`config.mk`:
```
export PLATFORM = sky130hd
export DESIGN_NAME = mem_bridge
export DESIGN_NICKNAME = d
export VERILOG_FILES = /design/src/rtl/mem_bridge.sv
export SDC_FILE = /design/constraint.sdc
export NUM_CORES = 1
export LEC_CHECK = 0
export BUFFER_PORTS_ARGS = -buffer_cell sky130_fd_sc_hd__clkbuf_2
export CORE_AREA = 2 2 114 116
export CTS_CLUSTER_SIZE = 28
export DETAILED_ROUTE_END_ITERATION = 10
export DIE_AREA = 0 0 116 118
export PLACE_DENSITY_LB_ADDON = 0.12
export SYNTH_ARGS = -nofsm -noshare
export SYNTH_HDL_FRONTEND = slang
export SYNTH_SLANG_ARGS = --single-unit
```
`constraint.sdc`:
```
create_clock -name clk -period 5.55 [get_ports clk]
set_clock_uncertainty 0.2 [all_clocks]
set_input_delay 0.555 -clock clk [delete_from_list [all_inputs] [get_ports clk]]
set_output_delay 0.555 -clock clk [all_outputs]
set_load 0.005 [all_outputs]
```
`src/rtl/mem_bridge.sv`:
```
// Multicycle bridge between the RV32I control/datapath and the physical memory port.
// Latches one load/store, runs a single bounded-wait bus transaction and returns a one-cycle completion pulse.
module mem_bridge #(
  parameter int unsigned TIMEOUT_CYCLES = 255
) (
  input  logic        clk,
  input  logic        rst_n,
  input  logic        cpu_read,
  input  logic        cpu_write,
  input  logic [31:0] cpu_address,
  input  logic [31:0] cpu_wdata,
  input  logic [2:0]  cpu_funct3,
  output logic [31:0] cpu_rdata,
  output logic        cpu_resp,
  output logic        cpu_err,
  output logic        pmem_read,
  output logic        pmem_write,
  output logic [31:0] pmem_address,
  output logic [31:0] pmem_wdata,
  output logic [3:0]  pmem_byte_enable,
  input  logic [31:0] pmem_rdata,
  input  logic        pmem_resp
);

  typedef enum logic [1:0] {
    S_IDLE,
    S_ACCESS,
    S_DONE
  } state_t;

  localparam logic [15:0] LP_LAST_WAIT = 16'(TIMEOUT_CYCLES - 1);

  state_t      r_state;
  logic [15:0] r_waitCnt;

  logic [1:0]  w_size;
  logic [1:0]  w_lane;
  logic [3:0]  w_byteEn;
  logic        w_reqValid;
  logic        w_reqErr;
  logic        w_unused;

  // funct3[2] only picks sign/zero extension, which the regfile mux handles.
  assign w_unused   = cpu_funct3[2];
  assign w_size     = cpu_funct3[1:0];
  assign w_lane     = cpu_address[1:0];
  assign w_reqValid = cpu_read | cpu_write;

  always_comb begin
    w_byteEn = 4'b1111;
    w_reqErr = 1'b0;
    case (w_size)
      2'b00: w_byteEn = 4'b0001 << w_lane;
      2'b01: begin
        w_byteEn = 4'b0011 << w_lane;
        w_reqErr = w_lane[0];
      end
      2'b10: w_reqErr = (w_lane != 2'b00);
      default: w_reqErr = 1'b1;
    endcase
    if (cpu_read && cpu_write) begin
      w_reqErr = 1'b1;
    end
  end

  always_ff @(posedge clk) begin
    if (!rst_n) begin
      r_state          <= S_IDLE;
      r_waitCnt        <= 16'd0;
      cpu_rdata        <= 32'd0;
      cpu_resp         <= 1'b0;
      cpu_err          <= 1'b0;
      pmem_read        <= 1'b0;
      pmem_write       <= 1'b0;
      pmem_address     <= 32'd0;
      pmem_wdata       <= 32'd0;
      pmem_byte_enable <= 4'd0;
    end else begin
      case (r_state)
        S_IDLE: begin
          if (w_reqValid) begin
            pmem_address     <= {cpu_address[31:2], 2'b00};
            pmem_wdata       <= cpu_wdata;
            pmem_byte_enable <= cpu_read ? 4'b1111 : w_byteEn;
            r_waitCnt        <= 16'd0;
            // Rejected requests never touch the bus; they complete straight away.
            if (w_reqErr) begin
              cpu_resp <= 1'b1;
              cpu_err  <= 1'b1;
              r_state  <= S_DONE;
            end else begin
              pmem_read  <= cpu_read;
              pmem_write <= ~cpu_read;
              r_state    <= S_ACCESS;
            end
          end
        end
        S_ACCESS: begin
          if (pmem_resp) begin
            if (pmem_read) begin
              cpu_rdata <= pmem_rdata;
            end
            pmem_read  <= 1'b0;
            pmem_write <= 1'b0;
            cpu_resp   <= 1'b1;
            cpu_err    <= 1'b0;
            r_state    <= S_DONE;
          end else if (r_waitCnt == LP_LAST_WAIT) begin
            pmem_read  <= 1'b0;
            pmem_write <= 1'b0;
            cpu_resp   <= 1'b1;
            cpu_err    <= 1'b1;
            r_state    <= S_DONE;
          end else begin
            r_waitCnt <= r_waitCnt + 16'd1;
          end
        end
        S_DONE: begin
          cpu_resp <= 1'b0;
          cpu_err  <= 1'b0;
          r_state  <= S_IDLE;
        end
        default: r_state <= S_IDLE;
      endcase
    end
  end

endmodule

```
== Word-level counts from Yosys, hierarchy flattened ==
Cells that the tools add are included.

* Add/sub/neg operators: 1
* Equality and inequality tests: 11
* Shifts and indexed selects: 2
* Mux-type cells: 28
* Bitwise gates (word level): 2
* Reduce and logical (&&, ||, !) cells: 12

{| class="wikitable"
|+ Operators by type and width
! kind !! number
|-
| 16-bit two-way mux || 3
|-
| 16-bit case mux with 2 select lines || 1
|-
| 16-bit by 1-bit adder with 16-bit output (second input constant) || 1
|-
| 16-bit by 8-bit equality test with 1-bit output (second input constant) || 1
|-
| 1-bit two-way mux || 12
|-
| 4-bit AND reduction || 3
|-
| 2-bit != test (second input constant) || 5
|-
| 1-bit case mux with 3 select lines || 3
|-
| 2-bit two-way mux || 4
|-
| 4-bit case mux with 2 select lines || 1
|-
| 2-bit by 1-bit equality test with 1-bit output (second input constant) || 2
|-
| 2-bit equality test (second input constant) || 2
|-
| 2-bit logical NOT || 2
|-
| 4-bit two-way mux || 1
|-
| 1-bit case mux with 2 select lines || 2
|-
| 2-bit case mux with 2 select lines || 1
|-
| 2-bit AND reduction || 2
|-
| 2-bit nonzero test || 2
|-
| 1-bit by 2-bit << shifter with 4-bit output (first input constant) || 1
|-
| 2-bit by 2-bit << shifter with 4-bit output (first input constant) || 1
|-
| 3-bit != test (second input constant) || 1
|-
| 3-bit AND reduction || 1
|-
| 3-bit nonzero test || 1
|-
| 1-bit logical AND || 1
|-
| other kinds (2) || 2
|}

* Register bits: 120
* Input port bits: 104

== Depth between registers and ports, before layout ==
* Depth in word-level cells: 6
* Gate-level depth with buffers: 9

== Worst setup path after synthesis ==
OpenSTA, ideal clock, no wires.

* Kind: register to register
* Start: reg r_waitCnt[0]
* End: reg pmem_read
* Setup time: 0.123 ns
* Arrival time: 2.009 ns
* Required time: 5.227 ns
* Path slack: 3.218 ns
* Cell stages (with the launch flop): 8
* Path buffers: 0
* Path through: dfxtp_1 inv_1 ha_1 or4b_1 or4_4 a21oi_4 nor3b_2 o22ai_1

* Longest elaborated chain between the ends: 3

{| class="wikitable"
|+ Ends and longest elaborated chain
! element !! RTL line !! source
|-
| from (decl) || 34 || <nowiki>logic [15:0] r_waitCnt;</nowiki>
|-
| from (signal assigned) || 115 || <nowiki>r_waitCnt <= r_waitCnt + 16'd1;</nowiki>
|-
| 16-bit by 8-bit equality test with 1-bit output || 108 || <nowiki>end else if (r_waitCnt == LP_LAST_WAIT) begin</nowiki>
|-
| 3-bit != test (no source line) || -- ||
|-
| 4-bit AND reduction (no source line) || -- ||
|-
| to (signal assigned) || 92 || <nowiki>pmem_read <= cpu_read;</nowiki>
|-
| to (decl) || 16 || <nowiki>output logic pmem_read,</nowiki>
|}

No other way between the ends.
A chain may end at the register's enable or synchronous reset.

== Worst setup path in the final report ==
* Start: reg r_state[0]
* End: reg r_waitCnt[14]

* Longest elaborated chain between the ends: 3
* Elaborated cells on any way between the ends: 8
* Classes of those cells: eq/ne: 4; mux: 1; reduce/logical: 3

{| class="wikitable"
|+ Ends and longest elaborated chain
! element !! RTL line !! source
|-
| from (decl) || 33 || <nowiki>state_t r_state;</nowiki>
|-
| from (signal assigned) || 68 || <nowiki>r_state <= S_IDLE;</nowiki>
|-
| from (signal assigned) || 90 || <nowiki>r_state <= S_DONE;</nowiki>
|-
| from (signal assigned) || 94 || <nowiki>r_state <= S_ACCESS;</nowiki>
|-
| 2-bit by 1-bit equality test with 1-bit output / 2-bit logical NOT (equally long branches) || 79 || <nowiki>case (r_state)</nowiki>
|-
| 2-bit != test (no source line) / 2-bit nonzero test (equally long branches) || -- ||
|-
| 4-bit AND reduction (no source line) || -- ||
|}

Several ways; a longest one is shown, not always the timed one.

==> impl_metrics.py <==
metrics = {
    "die": {
        "rows": 41,
        "ios": 208,
        "die_area_mm2": 0.0137,
        "die_w_um": 116,
        "start_util_pct": 39.2,
        "core_area_mm2": 0.0124,
        "die_h_um": 118,
    },
    "final_layout": {
        "drive_above_1_share_pct": 30.9,
        "instances_no_fill": 955,
        "num-fill-cells": 1225,
        "final_util_pct": 52.5,
        "fin_nets": 882,
        "regArea_mm2": 0.00240,
        "antenna_cells": 0,
        "design_area_mm2": 0.00652,
        "final_common_cell": "clkbuf_2",
        "area_delta_synth_final_pct": 34.0,
        "final_cell_mix": "clkbuf_2, nand2_1, dfxtp_1",
        "multiInputGateArea_mm2": 0.00229,
    },
    "placement": {
        "post-dp-hpwl_mm": 8.79,
        "port_buffers": 204,
        "dp.cells": 926,
        "place_congestion": 0.782,
        "dpl_cell_area_mm2": 0.00599,
    },
    "logic_synthesis": {
        "yosysSeqAreaShare_pct": 49.4,
        "synth_mux_area_share_pct": 0.823,
        "synth-seq-cells": 120,
        "syn-mean-instance-area_um2": 8.35,
        "synth_top_family_by_area": "compound AO/OA/AOI/OAI gates",
        "synth-xor-area-share_pct": 0,
        "synth_cell_types": 45,
        "synth-simple-area-share_pct": 22.2,
        "synth_compound_area_share_pct": 22.4,
        "syn_area_mm2": 0.00487,
        "postSynthCellCount": 583,
        "ys_warn_count": 0,
        "synth_adder_area_share_pct": 1.29,
    },
    "pwr": {
        "p_per_area_mw_per_mm2": 343,
        "power_w": 0.00223,
        "p_leak_nw": 2.88,
        "peakVddDrop_mv": 0.181,
    },
    "cts": {
        "clk_pin_slew_ps": 50,
        "clk_path_buf_depth": 2,
        "insertion_delay_ps": 400,
        "clock-root-buffer": "clkbuf_16",
        "cts-buffers-inserted": 17,
        "cts_sinks": 120,
        "cts_resized": 0,
        "postCtsSetupRepairBufs": 0,
        "cts_hold_buf": 0,
        "cts_tree": "built",
        "htree_levels": 4,
    },
    "sta": {
        "setup_viol": 0,
        "fin_crit_ps": 3040,
        "slew_violations": 0,
        "rsz0062_at_grt": "no",
        "fmax_mhz": 329,
        "slew_headroom_pct": 33.4,
        "tightest_slew_ps": 999,
        "fin_crit_sh_pct": 54.8,
        "hold_viol_final": 0,
        "finalSetupTns_ps": 0,
    },
    "grt": {
        "grt_pass1_wl_mm": 20.7,
        "use_met2_pct": 29.5,
        "antenna_found_initial": 0,
        "grtUsageTotal_pct": 19.0,
        "grt_util_met1_pct": 23.1,
        "top_usage_layer": "met2",
        "met3_usage_pct": 7.78,
        "grt_pass1_vias": 4281,
        "grt_remaining_overflow": 0,
        "grt_max_degree": 116,
    },
    "worst_hold_path": {
        "min_path_type": "in -> reg",
    },
    "setup_path": {
        "cp_max_fo": 12,
        "arrival_ps": 3170,
        "crit_type": "reg -> reg",
        "critPathCaptureType": "register",
        "cp-start-kind": "register",
        "cp.required_ps": 5680,
    },
    "detailed_routing": {
        "routed_wl_mm": 12.5,
        "vias_per_cell": 4.76,
        "ant_nets": 0,
        "wl_per_cell_um": 13.1,
        "drt_iter0_markers": 202,
        "drcViolationCount": 0,
        "vias": 4543,
        "first_pass_iters": 4,
    },
    "job": {
        "drv_cap": 0,
    },
    "run_status": {
        "status": "finished, final reports clean",
    },
}
metal layers:
layer  share of wire [%]  wire length [um]  up-vias
li1                    -                 -     2336
met1                  43              5360     2042
met4                 2.2               272        0
met5                   0                 0        -
met2                  46              5810      143
met3                 8.7              1090       22
through the flow:
stage | setup WS (ps) | hold slack, ps
3_5_place_dp | 2570 | 259
6_report | 2510 | 180
3_3_place_gp | 2630 | 252
4_1_cts | 2530 | 165
5_1_grt | 2180 | 178
2_1_floorplan | 3220 | 228
sequential cells by signal, summed over array words and instances (netlist names):
| signal | flops |
|---|---|
| r_state | 2 |
| pmem_read | 1 |
| cpu_resp | 1 |
| pmem_byte_enable | 4 |
| pmem_write | 1 |
| pmem_address | 30 |
| pmem_wdata | 32 |
| r_waitCnt | 16 |
| cpu_rdata | 32 |
| cpu_err | 1 |
power by group:
part	internal, W	leakage [nW]	total, W	switching [W]
sequential	0.000921	0.981	0.000949	0.0000284
combinational	0.000125	1.64	0.000292	0.000167
clock	0.000640	0.263	0.000992	0.000352
worst max-delay path, cell delays in order (launching register included):
cell	delay (ps)
dfxtp_1	310
inv_1	110
ha_1	380
nor3b_1	780
o21ai_0	370
a21oi_2	540
o21ai_0	170
o21ai_1	110
cells by family after synthesis:
family,after synthesis
AO/OA/AOI/OAI,153
adder cells (fa/ha/maj),5
buffers and inverters,44
flip-flops,120
multiplexers,4
other,1
AND/OR/NAND/NOR,256
cells in the mapped netlist, drive strengths merged:
| cell | instances | share of area [%] |
|---|---|---|
| nand2b | 3 | 0.39 |
| and4b | 1 | 0.21 |
| o21a | 2 | 0.31 |
| o21bai | 1 | 0.15 |
| mux2i | 4 | 0.82 |
| o31ai | 10 | 1.5 |
| or4 | 2 | 0.39 |
| and4 | 1 | 0.18 |
| inv | 5 | 0.39 |
| a41oi | 2 | 0.36 |
| clkbuf | 31 | 2.4 |
| or4b | 1 | 0.21 |
| o21ai | 24 | 2.5 |
| o211a | 1 | 0.21 |
| nand3 | 11 | 1.1 |
| nor3 | 3 | 0.31 |
| buf | 8 | 1.0 |
| and2 | 2 | 0.26 |
| o41ai | 1 | 0.18 |
| nand4 | 4 | 0.51 |
| a21boi | 94 | 15 |
| nor3b | 3 | 0.57 |
| nor4 | 1 | 0.13 |
| o211ai | 1 | 0.26 |
| a21oi | 9 | 1.3 |
| a31oi | 5 | 0.64 |
| dfxtp | 120 | 49 |
| nor2 | 11 | 0.85 |
| nand2 | 202 | 16 |
| o22ai | 2 | 0.26 |
| nand3b | 2 | 0.31 |
| o221a | 1 | 0.23 |
| ha | 5 | 1.3 |
| nor2b | 4 | 0.51 |
| conb | 1 | 0.077 |
| and3 | 5 | 0.64 |
final timing paths:
check	from	slack (ps)	end	cells after the start
worst max register to register	r_state[0]	2510	r_waitCnt[14]	7
worst max-delay path	r_state[0]	2510	r_waitCnt[14]	7
worst min-delay path	cpu_address[13]	180	pmem_address[13]	3
worst min register to register	pmem_wdata[2]	260	pmem_wdata[2]	2
final cells by class:
cell class,instances,share of cell area [%]
tap,172,3.30
multi-input combinational,420,35.2
clock buffer,25,7.45
inverter,5,0.288
sequential,120,36.8
clock inverter,4,0.691
timing repair buffer,209,16.2
Power figures use the tool's default switching activity.
